File: config.mk
export PLATFORM = sky130hd
export DESIGN_NAME = pc_context_bank
export DESIGN_NICKNAME = d
export VERILOG_FILES = /design/src/rtl/pc_context_bank.sv
export SDC_FILE = /design/constraint.sdc
export NUM_CORES = 1
export LEC_CHECK = 0
export BUFFER_PORTS_ARGS = -buffer_cell sky130_fd_sc_hd__buf_2
export CORE_MARGIN = 2
export CORE_UTILIZATION = 53
export DETAILED_ROUTE_END_ITERATION = 10
export HOLD_SLACK_MARGIN = 0.05
export PLACE_DENSITY = 0.82
export SLEW_MARGIN = 20
export SYNTH_ARGS = -nofsm -noshare
export SYNTH_HDL_FRONTEND = slang
export SYNTH_SLANG_ARGS = --single-unit
File: constraint.sdc
create_clock -name clock -period 2.6 [get_ports clock]
set_input_delay 0.52 -clock clock [delete_from_list [all_inputs] [get_ports clock]]
set_output_delay 0.52 -clock clock [all_outputs]
set_load 0.03 [all_outputs]
File: src/rtl/pc_context_bank.sv
// Multi-process program-counter bank with a round-robin scheduler.
// It holds one PC per hardware process and switches contexts on yield, exit or quantum expiry.
module pc_context_bank #(
    parameter int DATA_WIDTH = 32,
    parameter int NPROCESS   = 4,
    parameter int PID_WIDTH  = 2,
    parameter int QUANTUM    = 64
) (
    input  logic                  clock,
    input  logic                  reset,
    input  logic                  halt,
    input  logic                  pc_src,
    input  logic                  zero,
    input  logic                  jmp,
    input  logic                  jr,
    input  logic                  jal,
    input  logic [DATA_WIDTH-1:0] target,
    input  logic                  yield,
    input  logic                  exit_proc,
    input  logic                  wr_en,
    input  logic [PID_WIDTH-1:0]  wr_pid,
    input  logic [DATA_WIDTH-1:0] wr_pc,
    input  logic                  wr_activate,
    output logic [DATA_WIDTH-1:0] pc_out,
    output logic [PID_WIDTH-1:0]  cur_pid,
    output logic                  switching,
    output logic                  idle,
    output logic [NPROCESS-1:0]   active_mask
);

    localparam int QW = (QUANTUM > 1) ? $clog2(QUANTUM) : 1;
    localparam int SW = PID_WIDTH + 1;

    typedef enum logic [1:0] {ST_RUN, ST_SWITCH, ST_IDLE} state_t;

    state_t                state_reg;
    logic [PID_WIDTH-1:0]  cur_pid_reg;
    logic [QW-1:0]         qcount_reg;
    logic [NPROCESS-1:0]   active_reg;
    logic [NPROCESS-1:0]   active_next;
    logic [DATA_WIDTH-1:0] pc_reg  [NPROCESS];
    logic [DATA_WIDTH-1:0] pc_next [NPROCESS];

    logic                  run_step;
    logic                  taken;
    logic                  quantum_end;
    logic                  switch_trigger;
    logic [DATA_WIDTH-1:0] seq_pc;

    logic [PID_WIDTH-1:0]  cand_pid   [NPROCESS];
    logic                  cand_valid [NPROCESS];
    logic                  found_chain[NPROCESS+1];
    logic [PID_WIDTH-1:0]  pid_chain  [NPROCESS+1];

    assign pc_out      = pc_reg[cur_pid_reg];
    assign cur_pid     = cur_pid_reg;
    assign switching   = (state_reg == ST_SWITCH);
    assign idle        = (state_reg == ST_IDLE);
    assign active_mask = active_reg;

    assign run_step       = (state_reg == ST_RUN) && !halt;
    assign taken          = (pc_src & zero) | jmp | jr | jal;
    assign seq_pc         = pc_out + DATA_WIDTH'(1);
    assign quantum_end    = (qcount_reg == QW'(QUANTUM - 1));
    assign switch_trigger = yield | exit_proc | quantum_end;

    assign found_chain[NPROCESS] = 1'b0;
    assign pid_chain[NPROCESS]   = cur_pid_reg;

    generate
        for (genvar gi = 0; gi < NPROCESS; gi++) begin : g_proc
            logic          wr_hit;
            logic          cur_hit;
            logic [SW-1:0] sum;
            logic [SW-1:0] wrapped;

            // The write port takes priority over the running process's own update.
            assign wr_hit  = wr_en && (wr_pid == PID_WIDTH'(gi));
            assign cur_hit = run_step && (cur_pid_reg == PID_WIDTH'(gi));

            assign pc_next[gi] = wr_hit  ? wr_pc :
                                 cur_hit ? (taken ? target : seq_pc) :
                                           pc_reg[gi];

            assign active_next[gi] = (wr_hit && wr_activate) ? 1'b1 :
                                     (cur_hit && exit_proc)  ? 1'b0 :
                                                               active_reg[gi];

            // Candidate gi is the process at distance gi+1 after cur, so the current one is scanned last.
            assign sum            = {1'b0, cur_pid_reg} + SW'(gi + 1);
            assign wrapped        = (sum >= SW'(NPROCESS)) ? (sum - SW'(NPROCESS)) : sum;
            assign cand_pid[gi]   = wrapped[PID_WIDTH-1:0];
            assign cand_valid[gi] = active_reg[cand_pid[gi]];

            assign found_chain[gi] = cand_valid[gi] | found_chain[gi+1];
            assign pid_chain[gi]   = cand_valid[gi] ? cand_pid[gi] : pid_chain[gi+1];
        end
    endgenerate

    always_ff @(posedge clock or negedge reset) begin
        if (!reset) begin
            pc_reg     <= '{default: '0};
            active_reg <= NPROCESS'(1);
        end else begin
            pc_reg     <= pc_next;
            active_reg <= active_next;
        end
    end

    always_ff @(posedge clock or negedge reset) begin
        if (!reset) begin
            state_reg   <= ST_RUN;
            cur_pid_reg <= '0;
            qcount_reg  <= '0;
        end else begin
            case (state_reg)
                ST_RUN: begin
                    if (!halt) begin
                        if (switch_trigger) begin
                            state_reg  <= ST_SWITCH;
                            qcount_reg <= '0;
                        end else begin
                            qcount_reg <= qcount_reg + QW'(1);
                        end
                    end
                end
                ST_SWITCH: begin
                    cur_pid_reg <= pid_chain[0];
                    state_reg   <= found_chain[0] ? ST_RUN : ST_IDLE;
                end
                ST_IDLE: begin
                    if (|active_reg) state_reg <= ST_SWITCH;
                end
                default: state_reg <= ST_RUN;
            endcase
        end
    end

endmodule

==> metrics.md <==
| Metric | Value |
|---|---|
| Outcome | complete, no violations |
| Worst-Skew Late Latency | 430 ps |
| Cell breakdown of the critical path | buf_12, mux4_2, ha_4, nand3_4, or2_4, or4_1, nand3_2, o211ai_1, a21oi_1 |
| Tmin final | 2590 ps |
| Fraction of layout instances using a drive strength above 1 | 0.279 |
| Biggest area consumer among synthesized cells | dfrtp_1 |
| First-pass GRT wire length | 45,800 um |
| CP startpoint kind | flip-flop |
| Crit path buffers/inverters | 1 |
| Crit-path leading delay family | simple AND/OR/NAND/NOR gates |
| Setup violators final | 0 |
| Ys Warns | 0 |
| Hold-fix buffers, CTS | 0 |
| Initial DRC Count | 962 |
| GRT Total Usage | 0.338 |
| Drt via density | 6.58 |
| RSZ-0062 raised after global routing | yes |
| Hold Vio Cnt, Final | 0 |
| Max-slew violation count | 0 |
| Row count | 46 |
| Vias in the first global route | 8,730 |
| Avg Cell Area, Syn | 8.67 um2 |
| Arrival @ worst endpoint | 2950 ps |
| First-pass DRT Iterations | 8 |
| Static leakage | 4.51 nW |
| Synth unique cells | 56 |
| Register-to-register setup slack | 7 ps |
| Overall power | 14.6 mW |
| Max_slew headroom | 0.401 |
| Routed wire length per instance | 21.6 um |
| CTS Buf Count | 17 |
| Synthesized Nets | 1,078 |
| Synth area leaders | dfrtp_1, a21oi_1, mux4_2 |
| Util after Layout | 0.667 |
| DP HPWL | 18,800 um |
| Die ar. | 17,300 um2 |
| Core area | 15,900 um2 |
| CTS tree | yes |
| Post-DRT Antenna Nets | 0 |
| Worst Hold Class | in -> async |
| EDFF count, synth | 0 |
| FMAX | 386 MHz |
| Fin Setup TNS | 0 ps |
| Max Buffers Root-to-Sink | 2 |
| Crit path max fanout | 17 |
| Slew at the pin with the worst max-slew slack | 899 ps |
| Register area share after synthesis | 0.412 |
| Power Density | 1380 nW/um2 |
| Worst Path Required | 2960 ps |
| Peak VDD IR | 700 uV |
| Worst setup path startpoint | cur_pid[0] |
| Post-synth top area share | 0.409 |
| WHS | 116 ps |
| Seq cells post-synth | 142 |
| GP Congestion | 0.921 |
| Total of buffers placed on input and output ports | 117 |
| Crit path depth | 9 |
| Die H | 132 um |
| Asr flop ratio synth | 1.00 |
| Fin nets | 1,206 |
| Main synth FF type | dfrtp_1 |
| CTS Root Cell | clkbuf_16 |
| Post-Route WL | 29,200 um |
| Synth Cell Area | 8620 um2 |
| CP peak stage delay | 490 ps |
| GRT overflow | 0 |
| WS Path Type | reg -> reg |
| Max-cap violations | 0 |
| I/O pins | 118 |
| Initial antenna violation count | 0 |
| DR DRC count | 0 |
| Area Overhead vs Synth | 22.9% |
| Die width | 132 um |
| Final Cycle Share | 0.997 |
| Fin Clk Skew | 7.95 ps |
| Reg2reg path depth | 9 |
| Critical R2R Capture | pc_reg[112] |
| FF-to-FF Start | cur_pid[0] |
| Cells after Synth | 994 |
| Routed vias | 8,884 |
| Crit end category | flip-flop |
| Initial core utilization | 0.543 |
| N_diodes | 0 |
| H-tree levels | 4 |
| Largest register FFs | 128 |
| Largest net degree at the start of global routing | 72 |
| CP max-delay cell | or4_1 |
| Worst-path clk slew | 60 ps |
| Clock Sinks | 142 |
worst max-delay path by stage:
| stage | to | slack, ps |
|---|---|---|
| floorplan | pc_reg[50] | -90 |
| global placement | pc_reg[18] | 70 |
| detailed placement | pc_reg[126] | -20 |
| CTS | pc_reg[82] | 0.8 |
| global route | pc_reg[30] | -100 |
| finish | pc_reg[112] | 7 |
kinds of logic after synthesis:
family	Yosys count	share of synthesized area
mux	43	0.0993
buf+inv	86	0.0454
flops	142	0.412
fa+ha+maj	6	0.00871
compound gates	293	0.198
xor+xnor	23	0.0234
simple gates	401	0.213
synthesized netlist by cell type (2+ instances only):
cell	n
o31ai_1	11
inv_1	8
and2_0	2
nor2_1	126
nand3_1	48
nor4_1	6
buf_6	2
nand3_2	3
nand2_1	144
and3_1	24
buf_12	2
buf_1	6
or4_1	2
nor3_1	8
o211ai_1	12
buf_2	8
a21oi_2	4
a31o_2	16
a22o_1	4
ha_1	6
nand4_4	2
nand4_1	14
clkbuf_1	57
a211o_1	8
mux4_2	34
a31oi_1	13
o21ai_2	4
xor2_1	4
xnor2_1	19
a21oi_1	165
and2_1	4
dfrtp_1	141
mux2i_1	9
or3_1	2
buf_4	3
o21ai_0	50
or2_2	2
nand2b_1	3
worst reg2reg max path: cells and delay by family (launching register included):
family,cells,cell delay (ps)
buffers and inverters,1,180
AO/OA/AOI/OAI,2,270
adder cells (fa/ha/maj),1,170
multiplexers,1,430
flip-flops,1,440
AND/OR/NAND/NOR,4,1020
final cells by class:
cell class | count | area, um2
fill | 1301 | 5290
multi-input combinational | 766 | 4860
sequential | 142 | 3560
timing repair buffer | 187 | 1230
clock buffer | 20 | 457
tap | 216 | 270
clock inverter | 12 | 190
inverter | 8 | 30.0
cells in the final DEF, fill, tap and decap left out, types with 4 or more instances in the layout:
| cell | n |
|---|---|
| a21oi_1 | 162 |
| nand2_1 | 143 |
| dfrtp_1 | 139 |
| nor2_1 | 122 |
| buf_2 | 116 |
| buf_4 | 58 |
| nand3_1 | 46 |
| o21ai_0 | 46 |
| mux4_2 | 34 |
| and3_1 | 24 |
| xnor2_1 | 18 |
| clkbuf_16 | 17 |
| a31o_2 | 15 |
| nand4_1 | 14 |
| a31oi_1 | 13 |
| o211ai_1 | 12 |
| o31ai_1 | 11 |
| inv_1 | 8 |
| nor3_1 | 8 |
| a211o_1 | 8 |
| buf_12 | 8 |
| a21oi_2 | 7 |
| mux2i_1 | 7 |
| o21ai_2 | 5 |
| ha_1 | 5 |
| clkinv_2 | 5 |
| bufinv_16 | 5 |
| buf_6 | 5 |
| nor2_2 | 4 |
| and2_1 | 4 |
| a22o_1 | 4 |
report_power, final:
part | switching [mW] | internal (mW)
Clock | 0.952 | 1.74
Combinational | 4.75 | 3.21
Sequential | 0.697 | 3.28
Total | 6.40 | 8.23
routing by layer:
| metal | vias to the layer above | global-route usage | wire length [um] |
|---|---|---|---|
| li1 | 3814 | - | - |
| met1 | 4214 | 0.424 | 10700 |
| met2 | 713 | 0.530 | 13500 |
| met3 | 143 | 0.0849 | 3400 |
| met4 | 0 | 0.200 | 1530 |
| met5 | - | 0 | 0 |
metrics by stage:
step	instance area, um2	instances	worst slack (ps)
2_1_floorplan	8680	994	-87.0
6_report	10600	1351	6.56
3_5_place_dp	9790	1314	-19.3
3_3_place_gp	9790	1314	65.8
4_1_cts	10400	1346	0.801
5_1_grt	10600	1351	-95.8
timing repair:
| item | in CTS | in global routing |
|---|---|---|
| buffers inserted | 0 | 5 |
| pin swaps | 0 | 3 |
| endpoints found under the setup margin | 4 | 75 |
| resized for setup | 1 | 28 |
No activity file was read; power rests on OpenSTA's default activity.
